## src/rtl/display_pkg.sv

```systemverilog
// Shared constants, field indices, FSM encodings and digit-blanking helpers
// for the clock display BCD path.
package display_pkg;

  localparam int unsigned CONV_W      = 13;
  localparam int unsigned CONV_CYCLES = 13;
  localparam int unsigned NUM_FIELDS  = 6;
  localparam logic [3:0]  BLANK_CODE  = 4'hF;

  typedef enum logic [2:0] {
    FLD_SEC, FLD_MIN, FLD_HOUR, FLD_DAY, FLD_MONT, FLD_YEAR
  } field_e;

  localparam logic [1:0] IDLE  = 2'd0;
  localparam logic [1:0] SHIFT = 2'd1;
  localparam logic [1:0] WRITE = 2'd2;

  function automatic logic [7:0] blank_tens(input logic [7:0] v);
    blank_tens = v;
    if (v[7:4] == 4'd0) blank_tens[7:4] = BLANK_CODE;
  endfunction

  // Blank leading zeros left to right; units always survive.
  function automatic logic [15:0] blank_year(input logic [15:0] v);
    blank_year = v;
    if (v[15:12] == 4'd0) begin
      blank_year[15:12] = BLANK_CODE;
      if (v[11:8] == 4'd0) begin
        blank_year[11:8] = BLANK_CODE;
        if (v[7:4] == 4'd0) blank_year[7:4] = BLANK_CODE;
      end
    end
  endfunction

endpackage

```

## src/rtl/bin2bcd_serial.sv

```systemverilog
// Serial shift-add-3 (double dabble) converter; one bit per non-load cycle.
module bin2bcd_serial
  import display_pkg::*;
(
  input  logic              clk,
  input  logic              rst,
  input  logic              load,
  input  logic [CONV_W-1:0] din,
  output logic [15:0]       bcd
);

  logic [15:0]       bcd_q, adj;
  logic [CONV_W-1:0] bin_q;

  always_comb begin
    adj = bcd_q;
    for (int i = 0; i < 4; i++) begin
      if (adj[4*i +: 4] >= 4'd5) adj[4*i +: 4] = adj[4*i +: 4] + 4'd3;
    end
  end

  always_ff @(posedge clk or posedge rst) begin
    if (rst) begin
      bcd_q <= '0;
      bin_q <= '0;
    end else if (load) begin
      bcd_q <= '0;
      bin_q <= din;
    end else begin
      bcd_q <= {adj[14:0], bin_q[CONV_W-1]};
      bin_q <= {bin_q[CONV_W-2:0], 1'b0};
    end
  end

  assign bcd = bcd_q;

endmodule

```

## src/rtl/bcd_field_sched.sv

```systemverilog
// Snapshots six time/date fields and converts them one at a time through a
// shared serial converter. Optional leading-zero blanking: BCD_LEAD_BLANK_EN.
module bcd_field_sched
  import display_pkg::*;
(
  input  logic        clk,
  input  logic        rst,
  input  logic        update,
  input  logic [5:0]  sec,
  input  logic [5:0]  min,
  input  logic [4:0]  hour,
  input  logic [4:0]  day,
  input  logic [3:0]  mont,
  input  logic [12:0] year,
  output logic [7:0]  sec_bcd,
  output logic [7:0]  min_bcd,
  output logic [7:0]  hour_bcd,
  output logic [7:0]  day_bcd,
  output logic [7:0]  mont_bcd,
  output logic [15:0] year_bcd,
  output logic        busy,
  output logic        done
);

  localparam logic [3:0] CNT_LAST = 4'(CONV_CYCLES - 1);

  logic [1:0]        state_q;
  logic [3:0]        cnt_q;
  logic [2:0]        fld_q;
  logic              pending_q;
  logic [CONV_W-1:0] snap_q [NUM_FIELDS];

  logic              start, last, load;
  logic [CONV_W-1:0] din;
  logic [15:0]       res, year_fmt;
  logic [7:0]        tens_fmt;

  assign start = (state_q == IDLE) && (update || pending_q);
  assign last  = (fld_q == FLD_YEAR);
  assign load  = start || ((state_q == WRITE) && !last);

  // sec loads straight from the port on the accepting edge; the rest from the snapshot.
  always_comb begin
    din = CONV_W'(sec);
    if (state_q == WRITE) begin
      case (fld_q)
        FLD_SEC:  din = snap_q[FLD_MIN];
        FLD_MIN:  din = snap_q[FLD_HOUR];
        FLD_HOUR: din = snap_q[FLD_DAY];
        FLD_DAY:  din = snap_q[FLD_MONT];
        FLD_MONT: din = snap_q[FLD_YEAR];
        default:  din = snap_q[FLD_SEC];
      endcase
    end
  end

`ifdef BCD_LEAD_BLANK_EN
  assign tens_fmt = blank_tens(res[7:0]);
  assign year_fmt = blank_year(res);
`else
  assign tens_fmt = res[7:0];
  assign year_fmt = res;
`endif

  bin2bcd_serial u_conv (
    .clk  (clk),
    .rst  (rst),
    .load (load),
    .din  (din),
    .bcd  (res)
  );

  always_ff @(posedge clk or posedge rst) begin
    if (rst) begin
      state_q   <= IDLE;
      cnt_q     <= '0;
      fld_q     <= '0;
      pending_q <= 1'b0;
      busy      <= 1'b0;
      done      <= 1'b0;
      sec_bcd   <= '0;
      min_bcd   <= '0;
      hour_bcd  <= '0;
      day_bcd   <= '0;
      mont_bcd  <= '0;
      year_bcd  <= '0;
      for (int i = 0; i < NUM_FIELDS; i++) snap_q[i] <= '0;
    end else begin
      done <= 1'b0;
      if (update && (state_q != IDLE)) pending_q <= 1'b1;
      case (state_q)
        IDLE: begin
          if (start) begin
            snap_q[FLD_SEC]  <= CONV_W'(sec);
            snap_q[FLD_MIN]  <= CONV_W'(min);
            snap_q[FLD_HOUR] <= CONV_W'(hour);
            snap_q[FLD_DAY]  <= CONV_W'(day);
            snap_q[FLD_MONT] <= CONV_W'(mont);
            snap_q[FLD_YEAR] <= year;
            pending_q <= 1'b0;
            busy      <= 1'b1;
            fld_q     <= FLD_SEC;
            cnt_q     <= '0;
            state_q   <= SHIFT;
          end
        end
        SHIFT: begin
          if (cnt_q == CNT_LAST) state_q <= WRITE;
          else                   cnt_q   <= cnt_q + 4'd1;
        end
        WRITE: begin
          case (fld_q)
            FLD_SEC:  sec_bcd  <= res[7:0];
            FLD_MIN:  min_bcd  <= res[7:0];
            FLD_HOUR: hour_bcd <= tens_fmt;
            FLD_DAY:  day_bcd  <= tens_fmt;
            FLD_MONT: mont_bcd <= tens_fmt;
            default:  year_bcd <= year_fmt;
          endcase
          if (last) begin
            state_q <= IDLE;
            busy    <= 1'b0;
            done    <= 1'b1;
          end else begin
            fld_q   <= fld_q + 3'd1;
            cnt_q   <= '0;
            state_q <= SHIFT;
          end
        end
        default: state_q <= IDLE;
      endcase
    end
  end

endmodule

```

## config.mk

```make
export PLATFORM = sky130hd
export DESIGN_NAME = bcd_field_sched
export DESIGN_NICKNAME = d
export VERILOG_FILES = /design/src/rtl/display_pkg.sv /design/src/rtl/bin2bcd_serial.sv /design/src/rtl/bcd_field_sched.sv
export SDC_FILE = /design/constraint.sdc
export NUM_CORES = 1
export LEC_CHECK = 0
export BUFFER_PORTS_ARGS = -buffer_cell sky130_fd_sc_hd__buf_2
export CAP_MARGIN = 10
export CORE_MARGIN = 2
export CORE_UTILIZATION = 35
export CTS_BUF_LIST = sky130_fd_sc_hd__clkbuf_4 sky130_fd_sc_hd__clkbuf_8 sky130_fd_sc_hd__clkbuf_16
export DETAILED_ROUTE_END_ITERATION = 7
export PLACE_DENSITY = 0.5
export SLEW_MARGIN = 10
export SYNTH_ARGS = -nofsm -noshare
export SYNTH_HDL_FRONTEND = slang
export SYNTH_HIERARCHICAL = 1
export SYNTH_SLANG_ARGS = --single-unit
```

## constraint.sdc

```tcl
create_clock -name clk -period 3.6 [get_ports clk]
set_clock_uncertainty 0.1 [all_clocks]
set_input_delay 0.18 -clock clk [delete_from_list [all_inputs] [get_ports clk]]
set_output_delay 0.18 -clock clk [all_outputs]
set_load 0.02 [all_outputs]
```

# Word-level counts from Yosys, hierarchy flattened
# Index checks and enable logic that the tools add are counted.
[classes]
n_addsub = 6
order_cmp = 4
eq_ne = 13
n_mux = 27
bitwise = 1
reduce_logical = 23
[ops]
columns = ["cell", "count"]
rows = [
  ["$pmux 13 s5", 1],
  ["$mux 13", 2],
  ["$mux 4", 6],
  ["$ge 4x3->1 const B", 4],
  ["$mux 16", 1],
  ["$reduce_and 2->1", 8],
  ["$add 4x2->4 const B", 3],
  ["$pmux 4 s3", 1],
  ["$ne 2x2->1 const B", 5],
  ["$mux 3", 3],
  ["$mux 1", 8],
  ["$eq 3x2->1 const B", 2],
  ["$eq 3x3->1 const B", 2],
  ["$pmux 2 s3", 1],
  ["$pmux 3 s2", 1],
  ["$reduce_and 3->1", 2],
  ["$reduce_or 5->1", 1],
  ["$add 4x1->4 const B", 1],
  ["$eq 4x4->1 const B", 1],
  ["$mux 2", 2],
  ["$reduce_and 4->1", 1],
  ["$reduce_bool 2->1", 2],
  ["$add 3x1->3 const B", 1],
  ["$add 3x2->3 const B", 1],
  ["other kinds (11)", 14],
]
[totals]
reg_bits = 136
in_bits = 42
word_cells = 94

# Longest topological paths before layout
[logic_depth]
ltp_word = 5
mapped_depth = 9
mapped_depth_nobuf = 6

# Modules after synthesis
# The synthesis kept the hierarchy.
[by_module_without_submodules]
columns = ["module", "n_inst", "cells_per_inst", "area_per_inst_um2"]
rows = [
  ["bcd_field_sched", 1, 322, 4623.2],
  ["bin2bcd_serial", 1, 121, 1380.1],
]

# Worst setup path before layout
# Ideal clock, no wire load.
[synth_path]
path_type = "reg2reg"
from = "reg fld_q[1]"
to = "reg u_conv.bin_q[10]"
arrival_time_ns = 1.841
required_ns = 3.375
path_slack_ns = 1.534
path_stages_with_launch = 9
n_path_buf = 3
synth_period_minus_slack_ns = 2.066
cell_sequence = "dfrtp_1 inv_1 ha_1 buf_2 and3_1 nor3_2 buf_6 buf_6 mux2_2"
[synth_via]
elab_chain_len = 5
[synth_rtl]
columns = ["element", "line", "rtl"]
rows = [
  ["from (decl)", "bcd_field_sched.sv:29", "logic [2:0] fld_q;"],
  ["from (signal assigned)", "bcd_field_sched.sv:125", "fld_q <= fld_q + 3'd1;"],
  ["$eq 3x3->1", "bcd_field_sched.sv:39", "assign last = (fld_q == FLD_YEAR);"],
  ["$logic_not 1->1", "bcd_field_sched.sv:40", "assign load = start || ((state_q == WRITE) && !last);"],
  ["$logic_and 1x1->1", "bcd_field_sched.sv:40", ""],
  ["$logic_or 1x1->1", "bcd_field_sched.sv:40", ""],
  ["named net load", "bcd_field_sched.sv:33", "logic start, last, load;"],
  ["$mux 13", "bin2bcd_serial.sv:26", "end else if (load) begin"],
  ["to (signal assigned)", "bin2bcd_serial.sv:28", "bin_q <= din;"],
  ["to (signal assigned)", "bin2bcd_serial.sv:31", "bin_q <= {bin_q[CONV_W-2:0], 1'b0};"],
  ["to (decl)", "bin2bcd_serial.sv:13", "logic [CONV_W-1:0] bin_q;"],
]
# The timed path passes the listed nets, and every way through them passes these cells.
# A chain may end at the register's enable or synchronous reset.

# Worst setup path in the final report
[layout_path]
from = "reg fld_q[2]"
to = "reg year_bcd[15]"
[layout_via]
elab_chain_len = 4
[layout_rtl]
columns = ["element", "line", "rtl"]
rows = [
  ["$eq 3x3->1, or another cell as far along", "bcd_field_sched.sv:112", "case (fld_q)"],
  ["$reduce_or 5->1 (no line) *", "-", ""],
  ["$not 1->1 (no line) *", "-", ""],
  ["$reduce_and 2->1 (no line) *", "-", ""],
  ["to (signal assigned)", "bcd_field_sched.sv:118", "default: year_bcd <= year_fmt;"],
  ["to (decl)", "bcd_field_sched.sv:20", "output logic [15:0] year_bcd,"],
]
# Mark *: on every way between the ends. The rest lies on a longest branch, timed or not.

==> key figures <==
Flow run
  – Max Cap Viol: 0

Detailed routing
  – WL/cell: around 16 um
  – Via Count: 3902
  – DRT Pass-1 Iters: 4
  – Starting DRC count in detailed routing: 157
  – Routed Antenna Nets: 0
  – Total Wirelength: 12720 um
  – Vias/cell: 4.770
  – Residual DRC: 0

Finish
  – ANT cells: 0
  – Layout Area Growth over Synthesis: 27.74%
  – Nets: 642
  – Share of layout cells above drive strength 1: between 40% and 50%
  – Most frequent cells in the layout: dfrtp_1 (136), mux2_2 (102), buf_2 (99)
  – Commonest non-fill, non-tap cell in the layout: dfrtp_1
  – # fillers: 1576

Timing
  – Final hold vios: 0
  – Worst-margin pin slew: between 800 and 900 ps
  – Unrepaired setup endpoints after global routing: false
  – Setup TNS: 0 ps
  – Fin crit share: 68.60%
  – Setup-failing EPs final: 0
  – Final max-slew violation count: 0
  – Fmax: 404.9 MHz
  – Min Clock Period, post-route: between 2000 and 2500 ps
  – Slew HR: a little over two fifths

Critical path
  – Critical Path End Type: flop
  – Slowest CP cell: dfrtp_1
  – CP top delay family: flip-flops
  – CP startpoint kind: flop
  – Crit path DAT: 2670 ps
  – Critical Path, Cell by Cell: inv_1 > ha_1 > nor2_1 > nand3_4 > mux2_4
  – CP max stage delay: 710 ps
  – FF-to-FF path depth: 5
  – Worst Path Buf+Inv: 1
  – Setup CP Type: flop to flop
  – Worst Path Required: 3800 ps
  – Critical path depth: 5
  – Worst Path Max Fanout: 19

Worst hold path
  – Hold Path Class: primary input to asynchronous set/reset pin

Global routing
  – GRT overflow: 0
  – First-pass GRT wire length: 20930 um
  – Initial antenna violation count: 0
  – All-Layer GR Usage: 15.08%
  – Largest net degree at the start of global routing: 69
  – Vias in the first global route: 3992

Floorplan
  – Die H: 135.0 um
  – Chip width: between 100 and 150 um
  – Core box area: 0.01670 sq mm
  – Initial Utilization: between 30% and 40%
  – Ports: 100
  – Cell Rows: 47
  – DIE AREA: 0.01822 sq mm

Pwr
  – Sequential share of power: 43.8%
  – PD cells: between 600 and 700 mW/mm^2
  – Leakage power: ~3.8 nW
  – Sw Ratio: 29.32%
  – Pint: 3.700 mW
  – Net Switching: 1.535 mW
  – Clock network fraction of total power: between 30% and 40%
  – Total power: 5.235 mW
  – Power share of the combinational group: 23.3%
  – Peak VDD IR: 0.3864 mV

Logic synthesis
  – Syn_nets: 500
  – Largest family of logic cells by synthesized area: multiplexers
  – Main synth FF type: dfrtp_1
  – Area of the mapped netlist: 0.006003 sq mm
  – Synth area leaders: dfrtp_1 (57%), mux2_2 (19%), ha_1 (3.1%)
  – EDFF count, synth: 0
  – Mux cell area share after synthesis: 22.55%
  – Simple-gate portion of the synthesized area: 7.482%
  – Post-synthesis register bit count: 136
  – Top-area cell type share of the netlist area: 56.69%
  – Post-synthesis sequential area ratio: ~57%
  – Compound-Gate Fraction of Synth Area: 6.086%
  – Synth area leader: dfrtp_1
  – Cells after synthesis: 443
  – XOR/XNOR Fraction of Synth Area: 0.4377%
  – Adder-Cell Fraction of Synth Area: 3.126%
  – Distinct cells, synth: between 40 and 50
  – FFs w/ async S/R, synth: between 90% and 100%
  – Syn. warnings: 6
  – Synth Area per Inst: 13.55 sq um

Clock network
  – CTS Buffer Depth: 2
  – Post-CTS Resized: 0
  – Clock Sinks: 136
  – CTS tree: done
  – H-tree Lvls: 4
  – Total CTS buffers: 17
  – Worst-skew pair later-pin latency: 420 ps
  – Register clock-pin slew on the reported worst setup and hold paths: 60 ps
  – Root Buffer: clkbuf_16

Run status
  – Status: completed

Placed design
  – IO buf count: 99
  – RD Place Congestion: 0.7925
  – Detailed placement HPWL: just under 9000 um
==> synthesized netlist by cell type, types with 2 or more instances <==
cell type / count
dfrtp_1: 136
mux2_2: 102
nor2_1: 27
inv_1: 16
nand2_1: 16
ha_1: 15
mux2_4: 10
buf_2: 9
o21ai_0: 9
a21oi_1: 8
and2_1: 8
buf_6: 7
nand2b_1: 7
and3_1: 6
o31ai_1: 6
a222oi_1: 5
a32oi_1: 5
mux2_1: 4
nand3_1: 4
nor3_1: 4
o21ai_1: 4
o221a_2: 4
a21oi_2: 3
buf_4: 3
clkbuf_1: 3
or3_1: 3
xor2_1: 3
nand3_4: 2
nor3_2: 2
==> power by group through the flow <==
stage	Combinational [mW]	Sequential (mW)	Clock (mW)
2_1_floorplan	0.985	2.21	0
3_3_place_gp	1.16	2.32	0
3_5_place_dp	1.20	2.33	0
4_1_cts	1.24	2.31	1.76
5_1_grt	1.38	2.36	1.84
6_report	1.22	2.30	1.72
==> tightest hold or removal path, delay by kind of cell <==
kind | cells | cell delay (ps)
buf+inv | 3 | 1190
==> sequential cells by signal (all words and copies together), names as in the netlist, 2 cells and up <==
name / cells
snap_q: 39
sec_bcd: 8
fld_q: 3
cnt_q: 4
u_conv/bcd: 16
mont_bcd: 8
day_bcd: 8
u_conv/bin_q: 13
year_bcd: 16
min_bcd: 8
state_q: 2
hour_bcd: 8
==> final timing paths <==
kind / start / endpoint / slack [ps]
setup / recovery: fld_q[2] / year_bcd[15] / 1130
setup reg to reg: fld_q[2] / year_bcd[15] / 1130
max in group asynchronous: rst / mont_bcd[5] / 2180
min in group clk: u_conv/bin_q[12] / u_conv/bcd[0] / 380
hold reg to reg: u_conv/bin_q[12] / u_conv/bcd[0] / 380
hold / removal: rst / u_conv/bin_q[6] / 350
==> layer usage <==
| metal | track usage, % | up-vias | share of wire [%] |
|---|---|---|---|
| met5 | 0 | - | 0 |
| met4 | 4.861 | 0 | 1.2 |
| met3 | 4.505 | 12 | 4.3 |
| met2 | 24.82 | 79 | 49 |
| met1 | 19.12 | 1947 | 46 |
| li1 | - | 1864 | - |
==> metrics by stage <==
step           worst slack (ps)  hold WS (ps)  instance area, sq um  util (%)  cells
2_1_floorplan             502.8         158.1                  6003         -    443
3_3_place_gp               1227         265.5                  6669     39.93    745
3_5_place_dp               1153         271.0                  6669     39.93    745
4_1_cts                    1144         373.4                  7669     45.92    818
5_1_grt                   945.3         389.5                  7669     45.92    818
6_report                   1130         349.6                  7669     45.92    818
==> layout make-up <==
type	instances	area (sq um)	share of cell area (%)
inverter	16	62.56	0.8158
clock inverter	11	121.4	1.583
sequential	136	3403	44.38
clock buffer	21	467.9	6.102
tap	220	275.3	3.589
multi-input combinational	269	2395	31.23
timing repair buffer	145	943.4	12.30
==> what timing repair did <==
item,CTS,global route
hold buffers,41,0
buffers inserted,0,0
hold endpoints to repair,123,0
==> cell families after synthesis <==
logic type	count (synthesis)
AND/OR/NAND/NOR	84
multiplexers	117
adder cells (fa/ha/maj)	15
buffers and inverters	38
XOR/XNOR	3
AO/OA/AOI/OAI	50
flip-flops	136
Note: power is estimated with default switching activity, not from simulation.
